## config.mk

```make
export PLATFORM = sky130hd
export DESIGN_NAME = bram_rr_arbiter
export DESIGN_NICKNAME = d
export VERILOG_FILES = /design/src/rtl/bram_arb_pkg.sv /design/src/rtl/rr_pick.sv /design/src/rtl/bram_rr_arbiter.sv
export SDC_FILE = /design/constraint.sdc
export NUM_CORES = 1
export LEC_CHECK = 0
export BUFFER_PORTS_ARGS = -buffer_cell sky130_fd_sc_hd__buf_2
export CORE_AREA = 2 2 114 116
export CTS_CLUSTER_DIAMETER = 120
export CTS_CLUSTER_SIZE = 25
export DETAILED_ROUTE_END_ITERATION = 6
export DIE_AREA = 0 0 116 118
export PLACE_DENSITY_LB_ADDON = 0.2
export SETUP_SLACK_MARGIN = 0.2
export SYNTH_ARGS = -nofsm -noshare
export SYNTH_HDL_FRONTEND = slang
export SYNTH_HIERARCHICAL = 1
export SYNTH_SLANG_ARGS = --single-unit
```

## constraint.sdc

```tcl
create_clock -name clk -period 5.15 [get_ports clk]
set_clock_uncertainty 0.2 [all_clocks]
set_input_delay 0.515 -clock clk [delete_from_list [all_inputs] [get_ports clk]]
set_output_delay 0.515 -clock clk [all_outputs]
set_load 0.01 [all_outputs]
```

## src/rtl/bram_arb_pkg.sv

```systemverilog
// rtl/bram_arb_pkg.sv - shared types and helpers for the BRAM round-robin arbiter
package bram_arb_pkg;

  localparam int MAX_REQ = 8;
  localparam int IDX_W   = $clog2(MAX_REQ);

  // Tag index is sized for MAX_REQ so the type does not depend on the top-level parameter.
  typedef struct packed {
    logic             v;
    logic [IDX_W-1:0] idx;
  } rd_tag_t;

  function automatic logic [IDX_W-1:0] rr_next(input logic [IDX_W-1:0] ptr, input int n);
    logic [IDX_W-1:0] nxt;
    if (32'(ptr) + 32'd1 >= 32'(n)) nxt = '0;
    else                             nxt = ptr + 1'b1;
    return nxt;
  endfunction

endpackage

```

## src/rtl/rr_pick.sv

```systemverilog
// rtl/rr_pick.sv - combinational round-robin picker: first active request at or after ptr
module rr_pick
  import bram_arb_pkg::*;
#(
  parameter int NUM_REQ = 4
) (
  input  logic [NUM_REQ-1:0] req,
  input  logic [IDX_W-1:0]   ptr,
  output logic [NUM_REQ-1:0] gnt,
  output logic [IDX_W-1:0]   idx,
  output logic               any
);

  localparam int PW = $clog2(NUM_REQ);

  always_comb begin
    int c;
    gnt = '0;
    idx = '0;
    any = 1'b0;
    c   = 0;
    for (int k = 0; k < NUM_REQ; k++) begin
      c = int'(ptr) + k;
      if (c >= NUM_REQ) c = c - NUM_REQ;
      if (!any && req[PW'(c)]) begin
        any            = 1'b1;
        gnt[PW'(c)]    = 1'b1;
        idx            = IDX_W'(c);
      end
    end
  end

endmodule

```

## src/rtl/bram_rr_arbiter.sv

```systemverilog
// rtl/bram_rr_arbiter.sv - round-robin sharing of one BRAM port pair between NUM_REQ requesters
module bram_rr_arbiter
  import bram_arb_pkg::*;
#(
  parameter int NUM_REQ = 4,
  parameter int ADDR_W  = 8,
  parameter int DATA_W  = 32,
  parameter int RD_LAT  = 1
) (
  input  logic                      clk,
  input  logic                      reset_n,
  input  logic [NUM_REQ-1:0]        req,
  input  logic [NUM_REQ-1:0]        req_we,
  input  logic [NUM_REQ*ADDR_W-1:0] req_addr,
  input  logic [NUM_REQ*DATA_W-1:0] req_wdata,
  output logic [NUM_REQ-1:0]        gnt,
  output logic [NUM_REQ-1:0]        rvalid,
  output logic [DATA_W-1:0]         rdata,
  output logic                      bram_we,
  output logic [ADDR_W-1:0]         bram_wr_addr,
  output logic [ADDR_W-1:0]         bram_rd_addr,
  output logic [DATA_W-1:0]         bram_wdata,
  input  logic [DATA_W-1:0]         bram_rdata
);

  logic [IDX_W-1:0]   ptr_q, ptr_d;
  logic [NUM_REQ-1:0] pick_gnt;
  logic [IDX_W-1:0]   win_idx;
  logic               win_any;
  logic               win_we;
  logic [ADDR_W-1:0]  win_addr;
  logic [DATA_W-1:0]  win_wdata;

  logic               bram_we_q, bram_we_d;
  logic [ADDR_W-1:0]  wr_addr_q, wr_addr_d;
  logic [ADDR_W-1:0]  rd_addr_q, rd_addr_d;
  logic [DATA_W-1:0]  wdata_q, wdata_d;
  rd_tag_t            tag_q [RD_LAT+1];
  rd_tag_t            tag_d [RD_LAT+1];
  rd_tag_t            tag_out;

  rr_pick #(.NUM_REQ(NUM_REQ)) u_pick (
    .req (req),
    .ptr (ptr_q),
    .gnt (pick_gnt),
    .idx (win_idx),
    .any (win_any)
  );

  // Nothing is offered to requesters while the arbiter is held in reset.
  assign gnt = reset_n ? pick_gnt : '0;

  always_comb begin
    win_we    = 1'b0;
    win_addr  = '0;
    win_wdata = '0;
    for (int i = 0; i < NUM_REQ; i++) begin
      if (pick_gnt[i]) begin
        win_we    = req_we[i];
        win_addr  = req_addr[i*ADDR_W +: ADDR_W];
        win_wdata = req_wdata[i*DATA_W +: DATA_W];
      end
    end
  end

  always_comb begin
    ptr_d     = win_any ? rr_next(win_idx, NUM_REQ) : ptr_q;
    bram_we_d = win_any && win_we;
    wr_addr_d = (win_any && win_we)  ? win_addr  : wr_addr_q;
    wdata_d   = (win_any && win_we)  ? win_wdata : wdata_q;
    rd_addr_d = (win_any && !win_we) ? win_addr  : rd_addr_q;
    tag_d[0]  = '{v: win_any && !win_we, idx: win_idx};
    for (int s = 1; s <= RD_LAT; s++) tag_d[s] = tag_q[s-1];
  end

  always_ff @(posedge clk or negedge reset_n) begin
    if (!reset_n) begin
      ptr_q     <= '0;
      bram_we_q <= 1'b0;
      wr_addr_q <= '0;
      rd_addr_q <= '0;
      wdata_q   <= '0;
      for (int s = 0; s <= RD_LAT; s++) tag_q[s] <= '0;
    end else begin
      ptr_q     <= ptr_d;
      bram_we_q <= bram_we_d;
      wr_addr_q <= wr_addr_d;
      rd_addr_q <= rd_addr_d;
      wdata_q   <= wdata_d;
      for (int s = 0; s <= RD_LAT; s++) tag_q[s] <= tag_d[s];
    end
  end

  // Last tag stage lines up with bram_rdata for the read it tracks.
  always_comb begin
    tag_out = tag_q[RD_LAT];
    rvalid  = '0;
    for (int i = 0; i < NUM_REQ; i++) rvalid[i] = tag_out.v && (tag_out.idx == IDX_W'(i));
    rdata   = tag_out.v ? bram_rdata : '0;
  end

  assign bram_we      = bram_we_q;
  assign bram_wr_addr = wr_addr_q;
  assign bram_rd_addr = rd_addr_q;
  assign bram_wdata   = wdata_q;

  for (genvar g = 0; g < NUM_REQ; g++) begin : g_we_chk
    a_we_stable: assert property (@(posedge clk) disable iff (!reset_n)
      (req[g] && !gnt[g]) |=> (!req[g] || $stable(req_we[g])));
  end

endmodule

```

==> results of run 1 <==
cells in the mapped netlist (all sizes together), types with 9 or more instances:
cell,number
ha,9
dfrtp,60
clkbuf,32
o21ai,43
inv,58
mux2i,16
a221o,40
a22oi,40
buf,18
a21oi,47
nand2,55
and2,36
cell usage in the layout, fill, tap and decap left out, types with 3 or more instances in the layout:
cell type	n
a22oi_1	40
o21ai_1	3
nor2_1	6
nor3_1	5
buf_4	7
a221o_1	40
nand2_1	54
clkbuf_16	9
o22ai_1	4
inv_1	58
buf_2	290
mux4_2	4
a21oi_1	47
ha_1	9
o21ai_0	40
and2_1	36
mux2i_1	16
dfrtp_1	60
mux2_2	3
o211ai_1	5
nor2b_1	4
routing by layer:
layer / global-route usage (%) / vias to the layer above / wire length, um
met4: 6.696 / 0 / 300
met3: 4.480 / 24 / 1197
met2: 37.06 / 224 / 7725
met5: 0 / - / 0
met1: 28.26 / 2366 / 6492
li1: - / 2416 / -
worst max-delay path by stage:
stage,from,end,slack (ns),cells after the start
after floorplan,ptr_q[0],gnt[3],1.28,10
after global placement,ptr_q[1],bram_wdata[2],1.28,10
after detailed placement,ptr_q[0],bram_wdata[2],1.23,12
after CTS,ptr_q[1],gnt[2],0.99,10
after global routing,ptr_q[0],gnt[2],0.74,10
final,ptr_q[1],gnt[2],0.88,10
final cells by class:
class | instances | area, sq um | share of cell area [%]
Tap cell | 172 | 215.2 | 3.441
Inverter | 58 | 217.7 | 3.481
Timing Repair Buffer | 299 | 1544 | 24.69
Multi-Input combinational cell | 357 | 2496 | 39.92
Sequential cell | 60 | 1501 | 24.01
Clock inverter | 3 | 40.04 | 0.6403
Clock buffer | 10 | 239.0 | 3.822
state kept, by name, indices dropped and copies added, names as in the netlist:
| signal | flops |
|---|---|
| bram_rd_addr | 8 |
| bram_wdata | 32 |
| bram_we | 1 |
| bram_wr_addr | 8 |
| ptr_q | 3 |
| tag_d | 4 |
| tag_out | 4 |
stage by stage:
| stage | cell area (sq um) | hold slack (ns) |
|---|---|---|
| finish | 6254 | 0.1162 |
| global route | 6254 | 0.1566 |
| global placement | 5974 | 0.1344 |
| CTS | 6254 | 0.1490 |
| detailed placement | 5974 | 0.1387 |
| floorplan | 4415 | 0.01941 |
critical path: cells and delay by family, from the launching register on:
kind	cells	cell delay [ns]
compound gates	2	0.36
fa+ha+maj	1	0.36
buf+inv	4	1.04
flops	1	0.34
mux	1	0.46
simple gates	2	0.62
report_power, final:
part / leakage, nW / internal, mW / switching, mW / total (mW)
clock: 0.140 / 0.377 / 0.201 / 0.578
combinational: 2.44 / 1.44 / 2.01 / 3.45
sequential: 0.751 / 0.731 / 0.132 / 0.864
cell families (layout without fill, tap and decap cells):
family,Yosys count,count (layout),share of synthesized area [%]
buffers and inverters,108,370,10.20
and+or+nand+nor,125,125,14.79
muxes,23,23,6.432
AOI/OAI and AO/OA,200,200,32.02
DFF,60,60,34.00
adders and majority gates,9,9,2.550
==> summary.md, run 1 <==
| Metric | Value |
|---|---|
| Status | `finished, final reports clean` |
| #FFs+latches synth | `60` |
| CP max stage cell | `buf_4` |
| Largest net degree at the start of global routing | `82` |
| CP max FO | `53` |
| Most Frequent Cell on Critical Path | `buf_4` |
| Post-Syn Area per Cell | `8.410 sq um` |
| Vias in the first global route | `4,803` |
| Htree depth | `3` |
| Worst EP required | `4.43 ns` |
| Max-slew violations | `0` |
| Antenna Cells | `0` |
| Syn_nets | `736` |
| Initial antenna violation count | `0` |
| PnR worst setup slack | `0.8823 ns` |
| Share of layout cells above drive strength 1 | `41.55%` |
| R2R cell count | `12` |
| Pwr per Cell Area | `781.9 mW/mm^2` |
| Worst-case vdd ir drop | `0.3885 mV` |
| Reg2reg start | `ptr_q[1]` |
| CP max stage delay | `0.52 ns` |
| Number of buffers created by CTS | `9` |
| Reg-to-reg slack, setup | `1.20 ns` |
| WL per Instance | `16.39 um` |
| Post-synth ARST share | `100.0%` |
| Layout fillers | `1,231` |
| Synth-to-Final Area Change | `41.63%` |
| I/O pins | `291` |
| Drt pass-1 iters | `5` |
| Setup WS pre-CTS | `1.230 ns` |
| Die ar. | `0.01369 sq mm` |
| Area of the core | `0.01241 sq mm` |
| Resized cells post-CTS | `0` |
| Area leader, netlist | `dfrtp_1` |
| Mapped Cells | `525` |
| Drt drc | `0` |
| Crit-path cells | `inv_1 > ha_1 > buf_4 > mux2i_1 > o21bai_1 > a21oi_1 > or3b_4 > buf_4 > and2_1 > buf_2` |
| Reg-to-Reg End | `bram_wdata[2]` |
| DPL Wire Length | `11,820 um` |
| CTS Sinks | `60` |
| Hold buffers post-CTS | `0` |
| GRT Total Usage | `22.04%` |
| RSZ-0062 raised after global routing | `no` |
| Period utilization | `82.87%` |
| Cell row count | `41` |
| Worst Tran Pin Value | `0.9996 ns` |
| Synth top area share | `34.00%` |
| Clk root buf | `clkbuf_16` |
| Starting Density | `35.57%` |
| Setup repair bufs after CTS | `0` |
| Slew HR | `33.22%` |
| RePlAce Congestion | `0.9590` |
| PnR Total Power | `4.890 mW` |
| Sequential cell area fraction in the yosys report | `34.00%` |
| Synth area leaders | `dfrtp_1 (34%), a221o_1 (9.1%), a22oi_1 (6.8%)` |
| Via count | `5,030` |
| Clock slew at reported path FFs | `0.05 ns` |
| Setup TNS | `0 ns` |
| Nets | `996` |
| Total number of yosys warnings | `6` |
| Fin util | `50.37%` |
| Placed cells | `946` |
| Hold Fails Final Rpt | `0` |
| Worst hold path class | `in -> async` |
| EDFF count, synth | `0` |
| Arrival @ worst endpoint | `3.55 ns` |
| Final setup viols | `0` |
| Port Buf Inserts | `290` |
| Die height | `118 um` |
| Worst Path Class, Setup | `reg -> out` |
| Max-Cap Viols | `0` |
| Clk_lat worst skew | `0.32 ns` |
| Max clock buf depth | `2` |
| Total global routing overflow | `0` |
| Routed Antenna Nets | `0` |
| Die X-Extent | `116 um` |
| Synth Cell Area | `0.004415 sq mm` |
| Netlist cell types | `53` |
| CP startpoint kind | `register` |
| First-pass GRT wire length | `24,210 um` |
| Pleak | `3.335 nW` |
| Post-Route WL | `15,720 um` |
| Maximum operating frequency | `0.2343 GHz` |
| CTS tree | `yes` |
| Crit end category | `primary output` |
| Fin cells | `959` |
| 1st-iter DRT viols | `336` |
| Final min period | `4.268 ns` |
| Commonest register cell after synthesis | `dfrtp_1` |
| Vias per cell | `5.245` |
Note: power is estimated with default switching activity, not from simulation.
==> inputs of run 2 (changes only) <==
- ABC_AREA: default -> 1
- CORE_AREA: 2 2 114 116 -> default
- CORE_MARGIN: default -> 2
- CORE_UTILIZATION: default -> 40
- DIE_AREA: 0 0 116 118 -> default
- clock period: 5.15 -> 3.8 ns (I/O delays scaled with it)
==> run 2 against run 1 <==
  * Synthesized cell count is 48% higher
  * Non-clock buffer count increased by 5
  * Critical path depth is 2 higher
  * Routed wire length increased by 10%
  * Flip-flop and latch count is the same
  * Final cell count grew 24%
  * Critical path type unchanged
  * Critical endpoint is now gnt[1]
  * Largest cell class unchanged
==> summary.md, run 2 <==
| Metric | Value |
|---|---|
| Setup TNS | `0 ns (unchanged)` |
| Arrival @ worst endpoint | `2.83 ns (-0.72 ns)` |
| Htree depth | `3 (unchanged)` |
| CP max FO | `31 (-42%)` |
| Mapped Cells | `778 (+48%)` |
| Clk root buf | `clkbuf_16` |
| Initial antenna violation count | `0 (unchanged)` |
| CTS tree | `yes` |
| Commonest register cell after synthesis | `dfrtp_1` |
| Reg-to-reg slack, setup | `0.43 ns (-0.77 ns)` |
| CP startpoint kind | `register` |
| First-pass GRT wire length | `26,440 um (+9.2%)` |
| Nets | `1,251 (+26%)` |
| Setup repair bufs after CTS | `0 (unchanged)` |
| Hold depth | `0` |
| Antenna Cells | `0 (unchanged)` |
| Period utilization | `89.61%` |
| Commonest non-fill, non-tap cells in the layout | `nand2_1 (315), buf_2 (290), nand3_1 (103), inv_1 (95), a21oi_1 (92)` |
| Area occupied by multi-input gates | `0.002650 sq mm (+6.2%)` |
| Post-Syn Area per Cell | `6.150 sq um (-27%)` |
| Number of buffers created by CTS | `9 (unchanged)` |
| Synth Cell Area | `0.004785 sq mm (+8.4%)` |
| Most common cell after layout, fill and taps aside | `nand2_1` |
| Routed Antenna Nets | `0 (unchanged)` |
| Die height | `113.4 um (-3.9%)` |
| Synth cell count leaders | `nand2_1 (315), nand3_1 (107), inv_1 (95), a21oi_1 (92), dfrtp_1 (60)` |
| Status | `finished, final reports clean` |
| Clock slew at reported path FFs | `0.05 ns (about the same)` |
| Total number of yosys warnings | `6 (unchanged)` |
| EDFF count, synth | `0 (unchanged)` |
| Slew HR | `33.66% (+0.44 points)` |
| 1st-iter DRT viols | `442 (+32%)` |
| Die ar. | `0.01285 sq mm (-6.1%)` |
| Clk_lat worst skew | `0.32 ns (about the same)` |
| PnR worst setup slack | `0.3947 ns (-0.4876 ns)` |
| Cell row count | `39 (-4.9%)` |
| Pwr per Cell Area | `1170 mW/mm^2 (+50%)` |
| WL per Instance | `14.60 um (-11%)` |
| I/O pins | `291 (unchanged)` |
| Max clock buf depth | `2 (unchanged)` |
| Fin cells | `1,187 (+24%)` |
| Crit end category | `primary output` |
| Drt drc | `0 (unchanged)` |
| Vias per cell | `4.928 (-6.0%)` |
| Area of the core | `0.01156 sq mm (-6.8%)` |
| RSZ-0062 raised after global routing | `yes` |
| Worst hold path class | `reg -> reg` |
| Hold Fails Final Rpt | `0 (unchanged)` |
| Port Buf Inserts | `290 (unchanged)` |
| Final min period | `3.405 ns` |
| Post-synth ARST share | `100.0% (unchanged)` |
| R2R cell count | `15 (+3)` |
| Layout fillers | `1,147 (-6.8%)` |
| Syn_nets | `989 (+34%)` |
| Placed cells | `1,171 (+24%)` |
| Worst-case vdd ir drop | `0.7195 mV (+85%)` |
| Sequential cell area fraction in the yosys report | `31.38% (-2.6 points)` |
| GRT Total Usage | `25.77% (+3.7 points)` |
| Worst Tran Pin Value | `0.9951 ns (-0.004458 ns)` |
| Pleak | `4.304 nW (+29%)` |
| Post-Route WL | `17,330 um (+10%)` |
| Max reg flops | `32 (unchanged)` |
| CTS Sinks | `60 (unchanged)` |
| Setup WS pre-CTS | `0.4804 ns (-0.7492 ns)` |
| DPL Wire Length | `13,100 um (+11%)` |
| RePlAce Congestion | `0.9227 (-3.8%)` |
| Top-count cell post-synth | `nand2_1` |
| Netlist cell types | `28 (-47%)` |
| Total global routing overflow | `0 (unchanged)` |
| Vias in the first global route | `5,310 (+11%)` |
| Max-slew violations | `0 (unchanged)` |
| Synth top area share | `31.38% (-2.6 points)` |
| Reg2reg start | `ptr_q[0]` |
| Synth area leaders | `dfrtp_1 (31%), nand2_1 (25%), nand3_1 (11%)` |
| Worst Path Class, Setup | `reg -> out` |
| Min-delay src | `tag_d[3]` |
| Starting Density | `41.37% (+5.8 points)` |
| Reg-to-Reg End | `bram_wr_addr[1]` |
| Drt pass-1 iters | `5 (unchanged)` |
| #FFs+latches synth | `60 (unchanged)` |
| PnR Total Power | `7.717 mW (+58%)` |
| Share of layout cells above drive strength 1 | `33.05% (-8.5 points)` |
| Worst EP required | `3.22 ns (-1.21 ns)` |
| Via count | `5,850 (+16%)` |
| Largest net degree at the start of global routing | `82 (unchanged)` |
| Seq. cell area | `0.001501 sq mm (unchanged)` |
| Max-Cap Viols | `0 (unchanged)` |
| Final setup viols | `0 (unchanged)` |
| Hold path endpoint | `tag_out[3]` |
| Die X-Extent | `113.4 um (-2.3%)` |
| Maximum operating frequency | `0.2937 GHz` |
| Area leader, netlist | `dfrtp_1` |
| Synth-to-Final Area Change | `37.84%` |
==> run 2: cell types whose count changed in the layout (fill, tap and decap cells not counted), sizes merged, moves of 16 or more <==
cell   before  now
a21oi      47   94
a221o      40    0
a22oi      40    0
and2       36    0
inv        58  100
mux2i      16    0
nand2      55  328
nand3       2  109
o21ai      43    1
==> run 2: cell families after synthesis <==
logic type,count (synthesis),synth area share [%]
AOI/OAI and AO/OA,99,10.80
adders and majority gates,9,2.354
DFF,60,31.38
and+or+nand+nor,457,41.50
buffers and inverters,153,13.96
==> run 2: stage by stage <==
| step | hold slack [ns] | area [sq um] | utilization [%] |
|---|---|---|---|
| detailed placement | 0.09071 | 6275 | 54.26 |
| global placement | 0.09429 | 6275 | 54.26 |
| finish | 0.1446 | 6595 | 57.03 |
| CTS | 0.1480 | 6591 | 56.99 |
| floorplan | -0.1156 | 4785 | - |
| global route | 0.1575 | 6595 | 57.03 |
==> run 2: where the power goes <==
part / switching, mW / internal, mW / leakage [nW]
Sequential: 0.190 / 0.961 / 0.768
Clock: 0.273 / 0.567 / 0.148
Combinational: 3.85 / 1.87 / 3.39
==> run 2: final cells by class <==
cell class | count | share of cell area (%)
Multi-Input combinational cell | 565 | 40.18
Inverter | 100 | 5.805
Timing Repair Buffer | 304 | 23.89
Sequential cell | 60 | 22.77
Clock buffer | 10 | 3.472
Clock inverter | 5 | 1.176
Tap cell | 143 | 2.713
==> run 2: how the worst max path moves through the flow <==
stage | end | from
2_1_floorplan | gnt[3] | ptr_q[1]
3_3_place_gp | bram_wdata[21] | ptr_q[0]
3_5_place_dp | bram_wdata[12] | ptr_q[0]
4_1_cts | gnt[1] | ptr_q[0]
5_1_grt | bram_wr_addr[6] | ptr_q[0]
6_report | gnt[1] | ptr_q[0]
==> run 2: worst max-delay path: stages, from the launching register on <==
cell     delay, ns
dfrtp_1       0.44
inv_8         0.08
ha_1          0.40
inv_1         0.12
nand3_1       0.09
nand2_1       0.06
nor2_2        0.28
a21oi_1       0.14
nand3_2       0.29
buf_6         0.31
nand2_1       0.10
inv_1         0.06
buf_2         0.12
==> run 2: per-layer routing <==
layer / track usage [%] / part of all wire, %
met1: 31.60 / 40
met2: 44.99 / 49
met3: 4.942 / 7.9
met4: 9.756 / 3.6
met5: 0 / 0
==> run 2: repair_timing <==
item                                    in CTS  in global routing
endpoints found under the setup margin       0                  1
hold buffers                                 1                  0
endpoints found under the hold margin        8                  0
gates resized for setup                      0                  1
